`config.mk`:
```
export PLATFORM = sky130hd
export DESIGN_NAME = hazard_unit
export DESIGN_NICKNAME = d
export VERILOG_FILES = /design/src/rtl/arm_pipe_pkg.sv /design/src/rtl/hazard_dest_track.sv /design/src/rtl/hazard_unit.sv
export SDC_FILE = /design/constraint.sdc
export NUM_CORES = 1
export LEC_CHECK = 0
export BUFFER_PORTS_ARGS = -buffer_cell sky130_fd_sc_hd__buf_4
export CORE_ASPECT_RATIO = 1.4
export CORE_MARGIN = 2
export CORE_UTILIZATION = 30
export CTS_CLUSTER_SIZE = 14
export DETAILED_ROUTE_END_ITERATION = 8
export GPL_TIMING_DRIVEN = 0
export PLACE_DENSITY = 0.61
export SYNTH_ARGS = -nofsm -noshare
export SYNTH_HDL_FRONTEND = slang
export SYNTH_SLANG_ARGS = --single-unit
export TNS_END_PERCENT = 5
```
`constraint.sdc`:
```
create_clock -name clk -period 1.8 [get_ports clk]
set_input_delay 0.18 -clock clk [delete_from_list [all_inputs] [get_ports clk]]
set_output_delay 0.18 -clock clk [all_outputs]
set_load 0.005 [all_outputs]
```
`src/rtl/arm_pipe_pkg.sv`:
```
// arm_pipe_pkg: shared forwarding encodings, PC register index and destination record
package arm_pipe_pkg;
  localparam logic [1:0] FWD_RF = 2'b00;
  localparam logic [1:0] FWD_W  = 2'b01;
  localparam logic [1:0] FWD_M  = 2'b10;
  localparam logic [3:0] REG_PC = 4'd15;
  typedef struct packed {
    logic [3:0] idx;
    logic       we;
  } dest_t;
endpackage

```
`src/rtl/hazard_dest_track.sv`:
```
// hazard_dest_track: E->M->W destination/write-enable shift register, never stalled
module hazard_dest_track #(
  parameter int REG_W = 4
) (
  input  logic             clk,
  input  logic             rst,
  input  logic [REG_W-1:0] wa3e,
  input  logic             rwe,
  output logic [REG_W-1:0] wa3m,
  output logic             rwm,
  output logic [REG_W-1:0] wa3w,
  output logic             rww
);
  // shift the Execute destination down the pipe every cycle; async active-low clear
  always_ff @(posedge clk or negedge rst) begin
    if (!rst) begin
      wa3m <= '0;
      rwm  <= 1'b0;
      wa3w <= '0;
      rww  <= 1'b0;
    end else begin
      wa3m <= wa3e;
      rwm  <= rwe;
      wa3w <= wa3m;
      rww  <= rwm;
    end
  end
endmodule

```
`src/rtl/hazard_unit.sv`:
```
// hazard_unit: forwarding selects, stalls, flushes and stall counter; FORWARD_EN enables bypassing
module hazard_unit
  import arm_pipe_pkg::*;
#(
  parameter int REG_W = 4,
  parameter int CNT_W = 16
) (
  input  logic             clk,
  input  logic             rst,
  input  logic [REG_W-1:0] RA1D,
  input  logic [REG_W-1:0] RA2D,
  input  logic [REG_W-1:0] RA1E,
  input  logic [REG_W-1:0] RA2E,
  input  logic [REG_W-1:0] WA3E,
  input  logic             RegWriteE,
  input  logic             MemtoRegE,
  input  logic             BranchTakenE,
  output logic [1:0]       ForwardAE,
  output logic [1:0]       ForwardBE,
  output logic             StallF,
  output logic             StallD,
  output logic             FlushD,
  output logic             FlushE,
  output logic [CNT_W-1:0] stall_count
);
  localparam logic [REG_W-1:0] PC = REG_W'(REG_PC);
  logic [REG_W-1:0] wa3m, wa3w;
  logic rwm, rww, hazard;
  hazard_dest_track #(.REG_W(REG_W)) u_track (
    .clk (clk),
    .rst (rst),
    .wa3e(WA3E),
    .rwe (RegWriteE),
    .wa3m(wa3m),
    .rwm (rwm),
    .wa3w(wa3w),
    .rww (rww)
  );
`ifdef FORWARD_EN
  function automatic logic [1:0] fwd_sel(input logic [REG_W-1:0] ra, input logic [REG_W-1:0] m,
                                         input logic mw, input logic [REG_W-1:0] w, input logic ww);
    return (ra == PC) ? FWD_RF : (mw && ra == m) ? FWD_M : (ww && ra == w) ? FWD_W : FWD_RF;
  endfunction
`else
  logic unused_nofwd;
  assign unused_nofwd = ^{RA1E, RA2E, wa3w, rww, MemtoRegE};
  function automatic logic dep(input logic [REG_W-1:0] ra, input logic [REG_W-1:0] e, input logic ew,
                               input logic [REG_W-1:0] m, input logic mw);
    return (ra != PC) && ((ew && ra == e) || (mw && ra == m));
  endfunction
`endif
  // hazard detection and output resolution; branch kills the stall, reset forces everything idle
  always_comb begin
    ForwardAE = FWD_RF;
    ForwardBE = FWD_RF;
`ifdef FORWARD_EN
    ForwardAE = rst ? fwd_sel(RA1E, wa3m, rwm, wa3w, rww) : FWD_RF;
    ForwardBE = rst ? fwd_sel(RA2E, wa3m, rwm, wa3w, rww) : FWD_RF;
    hazard = MemtoRegE && RegWriteE && WA3E != PC && (RA1D == WA3E || RA2D == WA3E);
`else
    hazard = dep(RA1D, WA3E, RegWriteE, wa3m, rwm) || dep(RA2D, WA3E, RegWriteE, wa3m, rwm);
`endif
    StallD = rst && hazard && !BranchTakenE;
    StallF = StallD;
    FlushD = rst && BranchTakenE;
    FlushE = rst && (hazard || BranchTakenE);
  end
  // saturating count of stalled Decode cycles
  always_ff @(posedge clk or negedge rst) begin
    if (!rst) stall_count <= '0;
    else if (StallD && !(&stall_count)) stall_count <= stall_count + CNT_W'(1);
  end
endmodule

```
==> impl_metrics.py, run 1 <==
metrics = {
    "clock_tree": {
        "cts_root_buf": "clkbuf_8",
        "clk_path_buf_depth": 2,
        "clock_sinks": 21,
        "h-tree-depth": 1,
        "clk_pin_slew_worst_paths_ns": 0.08,
        "clk_latency_ns": 0.27,
        "cts_tree": "built",
        "numCtsBuffers": 3,
    },
    "grt": {
        "grt_pass1_vias": 1093,
        "grt.total_usage_pct": 13.9,
        "antenna_found_initial": 0,
        "grt_pass1_wl_um": 5020,
        "grt_start_max_net_pins": 22,
        "overflow": 0,
    },
    "cells_and_area": {
        "multi_input_area_um2": 759,
        "seqCellArea_um2": 528,
        "syn_to_final_growth_pct": 35.6,
        "layout-drive-gt1-share_pct": 41.4,
        "fin_area_um2": 1770,
        "diodes": 0,
        "fillers": 415,
        "layout.cells.non_filler": 214,
        "nNetsFinal": 196,
        "fin_util_pct": 42.1,
    },
    "worst_setup_path": {
        "cp_num_buf_inv": 3,
        "cpMaxStageDelayCell": "dfrtp_1",
        "arrival_ns": 1.67,
        "required_ns": 1.62,
        "cp-start-kind": "flop",
        "crit_top_cell": "buf_6",
        "worstPathCellList": "xnor2_1 > nand4_1 > o22ai_2 > nor2_4 > buf_6 > nor2_4 > buf_6 > buf_6",
        "end_kind": "primary output",
        "critPathKind": "reg -> out",
        "crit_family": "flip-flops",
        "critical-path-max-stage-delay_ns": 0.41,
        "critPathMaxFanout": 3,
    },
    "logic_synthesis": {
        "synth_commonest_cells": "21 x dfrtp_1, 14 x xnor2_1, 12 x xor2_1, 10 x nor2_1, 7 x nand4_1",
        "post_synth_num_cell_types": 35,
        "yosys_most_used_dff": "dfrtp_1",
        "seq_area_frac_synth_pct": 40.3,
        "synth_edf_count": 0,
        "syn_inst": 123,
        "synth-seq-cells": 21,
        "syn_area_um2": 1310,
        "synth_top_area_share_pct": 40.3,
        "async_flop_share_pct": 100,
        "syn_avg_cell_area_um2": 10.6,
        "ys_warn_count": 0,
        "yosysMostFrequentCell": "dfrtp_1",
        "yosysTopAreaCell": "dfrtp_1",
        "yosys-top-cells-area": "dfrtp_1 40%, xnor2_1 9.4%, xor2_1 8.1%, nor4_2 4.8%, nand4_1 3.4%",
    },
    "detailed_routing": {
        "wl_per_cell_um": 14.1,
        "drc_errors": 0,
        "num_vias": 1059,
        "top_layer_used": "met4",
        "postRouteAntennaNets": 0,
        "drt_iter0_drc": 33,
        "via_per_inst": 4.95,
        "route.met3.wl_um": 145,
        "wl_met1_um": 1220,
        "wl_um": 3010,
        "wl_met2_um": 1600,
        "drt_first_pass_iters": 4,
    },
    "timing": {
        "slew_viol_final": 0,
        "final-hold-violation-count": 0,
        "layout_setup_ws_ns": -0.0477,
        "whs_ns": 0.0371,
        "setup_viol": 6,
        "max_slew_margin_pct": 31.0,
        "worst_pin_slew_ns": 1.03,
        "max_freq_ghz": 0.541,
        "period_minus_slack_ns": 1.85,
        "post-route-period-util_pct": 103,
        "rsz0062_at_grt": "yes",
        "skew_ns": 0.00559,
    },
    "power": {
        "p_int_w": 0.000806,
        "power.density_nw_per_um2": 639,
        "p_clk_share_pct": 29.0,
        "ir_drop_v": 0.000371,
        "leakage_nw": 0.830,
        "combPwrFrac_pct": 22.7,
        "power.net_switching_w": 0.000324,
        "power.share.switching_pct": 28.7,
        "seqPwrFrac_pct": 48.3,
    },
    "outcome": {
        "violations": "setup timing",
        "status": "finished, violations left",
    },
    "place": {
        "placed_cells": 206,
        "placed_area_um2": 1640,
        "place_hpwl_um": 2260,
        "io_buffers": 35,
        "preCtsSetupSlack_ns": -0.0719,
        "gp_congestion": 0.811,
    },
    "hold_path": {
        "hp-class": "in -> reg",
    },
    "floorplanning": {
        "ioPinCount": 49,
        "dieWidth_um": 59.7,
        "core_um2": 4200,
        "die_height_um": 82.0,
        "initial_utilization_pct": 31.0,
        "num_rows": 28,
        "die_area_um2": 4900,
    },
    "job": {
        "maxCapViolCount": 0,
    },
}
-- area by class of cell --
cell class                 count  area share [%]
timing repair buffer          39            16.9
buffer                         7            4.10
tap                           45            3.18
multi-input combinational     96            42.9
sequential                    21            29.8
clock buffer                   3            2.33
inverter                       2           0.424
clock inverter                 1           0.283
-- through the flow --
stage	setup TNS (ns)	power (W)
2_1_floorplan	0	0.000667
3_3_place_gp	-0.0766	0.000779
3_5_place_dp	-0.150	0.000794
4_1_cts	-0.253	0.00113
5_1_grt	-1.61	0.00119
6_report	-0.126	0.00113
-- placed cells by master (no fill, tap or decap), types with 3 or more instances in the layout --
cell	count
nor3_1	4
buf_6	3
nor4_2	5
nor2_1	9
nand4_1	7
conb_1	4
buf_4	41
nand3_1	6
dfrtp_1	19
xnor2_1	13
and2_1	5
clkbuf_8	3
xor2_1	12
nand2_1	3
-- worst reg2reg max path, stage by stage, from the launching register on --
cell and delay [ns]:
dfrtp_1 0.41, xnor2_1 0.15, nand4_1 0.15, o22ai_2 0.24, nor2_4 0.05, buf_6 0.12
buf_4 0.16, nor4_2 0.32, xnor2_1 0.16
-- timing repair --
| action | 4_1_cts | 5_1_grt |
|---|---|---|
| resized for setup | 9 | 4 |
| setup endpoints to repair | 6 | 18 |
| hold endpoints to repair | 21 | 0 |
| pin swaps | 8 | 2 |
| hold buffers | 1 | 0 |
| setup buffers | 2 | 1 |
-- power groups by stage --
stage | sequential, W | clock [W] | combinational (W)
after CTS | 0.000547 | 0.000330 | 0.000253
after floorplan | 0.000551 | 0 | 0.000117
final | 0.000546 | 0.000328 | 0.000256
after detailed placement | 0.000556 | 0 | 0.000238
after global routing | 0.000553 | 0.000355 | 0.000286
after global placement | 0.000551 | 0 | 0.000228
-- registers in the layout (all words and copies together), names as in the netlist --
| signal | count |
|---|---|
| u_track.rwm | 1 |
| stall_count | 16 |
| u_track.wa3m | 4 |
-- metal layers --
metal,track usage (%),up-vias
met1,15.9,508
met4,6.00,0
met3,3.62,4
met5,0,-
li1,-,514
met2,23.8,33
-- final timing paths --
check                                                    to  depth (start not counted)  slack (ns)                   startpoint
worst max register to register  stall_count[10]$_DFFE_PN0P_                          8       -0.05    u_track.wa3m[3]$_DFF_PN0_
worst min register to register  stall_count[15]$_DFFE_PN0P_                          1        0.49  stall_count[15]$_DFFE_PN0P_
max in group asynchronous        stall_count[7]$_DFFE_PN0P_                          2        0.46                          rst
worst max-delay path                                 StallF                          8       -0.05    u_track.wa3m[3]$_DFF_PN0_
worst min-delay path                  u_track.rwm$_DFF_PN0_                          1        0.04                    RegWriteE
min in group asynchronous       stall_count[15]$_DFFE_PN0P_                          2        0.66                          rst
-- cell families (layout without fill, tap and decap cells) --
family,count (synthesis),count (layout),share of synthesized area [%]
AOI/OAI and AO/OA,7,7,4.12
other,1,4,0.287
buffers and inverters,9,52,5.85
and+or+nand+nor,56,56,29.1
xor gates and xnor gates,26,26,17.4
DFF,21,21,40.3
muxes,2,2,1.92
adders and majority gates,1,1,0.959
Power figures use the tool's default switching activity.
==> run 2, diff against run 1 <==
--- a/config.mk
+++ b/config.mk
@@ -13,6 +13,7 @@
 export DETAILED_ROUTE_END_ITERATION = 8
 export GPL_TIMING_DRIVEN = 0
 export PLACE_DENSITY = 0.61
+export REMOVE_ABC_BUFFERS = 1
 export SYNTH_ARGS = -nofsm -noshare
 export SYNTH_HDL_FRONTEND = slang
 export SYNTH_SLANG_ARGS = --single-unit
==> impl_metrics.py, run 2 (synthesis gave the netlist of run 1 again) <==
metrics = {
    "detailed_routing": {
        "wl_per_cell_um": 15.2,
        "drt_iter0_drc": 41,
        "postRouteAntennaNets": 0,
        "drt_first_pass_iters": 4,
        "wl_um": 3250,
        "drc_errors": 0,
        "via_per_inst": 4.99,
        "num_vias": 1067,
    },
    "clock_tree": {
        "clk_path_buf_depth": 2,
        "cts_tree": "built",
        "clk_pin_slew_worst_paths_ns": 0.08,
        "cts_root_buf": "clkbuf_8",
        "clk_latency_ns": 0.26,
        "numCtsBuffers": 3,
        "clock_sinks": 21,
        "h-tree-depth": 1,
    },
    "cells_and_area": {
        "diodes": 0,
        "final_common_cell": "buf_4",
        "layout_common_cells": "41 x buf_4, 18 x dfrtp_1, 13 x xnor2_1",
        "top_regs": "stall_count: 16 flops, u_track.wa3m: 4 flops, u_track.rwm: 1 flops",
        "fillers": 407,
        "syn_to_final_growth_pct": 42.0,
        "largest_register_ffs": 16,
        "layout-drive-gt1-share_pct": 44.4,
        "top_register": "stall_count",
        "nNetsFinal": 196,
    },
    "hold_path": {
        "hp-class": "in -> reg",
        "worstHoldStart": "RegWriteE",
    },
    "timing": {
        "whs_ns": 0.0470,
        "tns_ns": -0.00544,
        "skew_ns": 0.00290,
        "slew_viol_final": 0,
        "layout_setup_ws_ns": -0.00544,
        "final-hold-violation-count": 0,
        "period_minus_slack_ns": 1.81,
        "max_slew_margin_pct": 36.4,
        "max_freq_ghz": 0.554,
        "worst_pin_slew_ns": 0.951,
        "setup_viol": 1,
        "post-route-period-util_pct": 100,
        "rsz0062_at_grt": "yes",
    },
    "worst_setup_path": {
        "critPathMaxFanout": 3,
        "cp-startpoint": "u_track.wa3m[0]$_DFF_PN0_",
        "arrival_ns": 1.63,
        "end_kind": "primary output",
        "r2r-start": "stall_count[1]$_DFFE_PN0P_",
        "cp-start-kind": "flop",
        "required_ns": 1.62,
        "critPathKind": "reg -> out",
    },
    "place": {
        "place_hpwl_um": 2200,
        "gp_congestion": 0.875,
        "io_buffers": 35,
    },
    "power": {
        "p_int_w": 0.000842,
        "power.net_switching_w": 0.000329,
        "power.density_nw_per_um2": 632,
        "seqPwrFrac_pct": 46.1,
        "p_clk_share_pct": 26.3,
        "leakage_nw": 0.860,
        "power.share.switching_pct": 28.1,
        "ir_drop_v": 0.000615,
        "combPwrFrac_pct": 27.6,
    },
    "floorplanning": {
        "num_rows": 28,
        "core_um2": 4200,
        "dieWidth_um": 59.7,
        "ioPinCount": 49,
        "die_area_um2": 4900,
        "initial_utilization_pct": 31.0,
        "die_height_um": 82.0,
    },
    "grt": {
        "grt_pass1_wl_um": 4890,
        "grt.total_usage_pct": 13.1,
        "overflow": 0,
        "antenna_found_initial": 0,
        "grt_start_max_net_pins": 22,
        "grt_pass1_vias": 1045,
    },
    "outcome": {
        "status": "finished, violations left",
        "violations": "setup timing",
    },
    "job": {
        "maxCapViolCount": 0,
    },
}
-- run 2: stage by stage --
step | setup WS, ns | total power (W) | area [um^2] | std cells | util [%]
floorplan | 0.0343 | 0.000656 | 1250 | 119 | -
global placement | -0.134 | 0.000773 | 1570 | 199 | 37.3
detailed placement | -0.152 | 0.000779 | 1570 | 199 | 37.3
CTS | 0.00260 | 0.00110 | 1710 | 209 | 40.7
global route | -0.106 | 0.00123 | 1850 | 214 | 44.1
finish | -0.00544 | 0.00117 | 1850 | 214 | 44.1
-- run 2: metal layers --
layer  share of wire, %  global-route usage [%]  up-vias
met5                  0                       0        -
met4               0.95                    4.00        0
met3                5.1                    1.73        4
met2                 52                    22.3       36
met1                 42                    17.1      510
li1                   -                       -      517
-- run 2: timing repair --
| item | CTS | global route |
|---|---|---|
| hold buffers | 1 | 0 |
| endpoints found under the hold margin | 21 | 0 |
| pin swaps | 6 | 17 |
| setup buffers | 5 | 5 |
| gates resized for setup | 8 | 17 |
| setup endpoints to repair | 18 | 16 |
-- run 2: final cells by class --
class,count,area [um^2],area share (%)
multi-input combinational,96,833,45.0
sequential,21,529,28.6
timing repair buffer,46,380,20.5
tap,45,56.3,3.04
clock buffer,3,41.3,2.23
inverter,2,7.51,0.405
clock inverter,1,5.00,0.270
-- run 2: power by group through the flow --
stage | registers [W] | logic (W) | clock network [W]
global route | 0.000543 | 0.000353 | 0.000337
finish | 0.000539 | 0.000323 | 0.000308
detailed placement | 0.000555 | 0.000225 | 0
global placement | 0.000553 | 0.000220 | 0
CTS | 0.000547 | 0.000242 | 0.000314
floorplan | 0.000551 | 0.000105 | 0
-- run 2: worst max-delay path: stages (launching register included) --
cell     delay, ns
dfrtp_1       0.40
and2_1        0.16
a21oi_2       0.14
o22ai_2       0.11
buf_4         0.14
o31a_1        0.27
buf_4         0.13
-- run 2: final timing paths --
check / endpoint / slack (ns) / depth (start not counted)
worst max-delay path: FlushE / -0.005 / 6
max in group asynchronous: stall_count[8]$_DFFE_PN0P_ / 0.52 / 2
min in group asynchronous: stall_count[5]$_DFFE_PN0P_ / 0.65 / 2
worst max register to register: stall_count[1]$_DFFE_PN0P_ / 0 / 7
worst min-delay path: u_track.rwm$_DFF_PN0_ / 0.05 / 1
worst min register to register: stall_count[15]$_DFFE_PN0P_ / 0.50 / 1
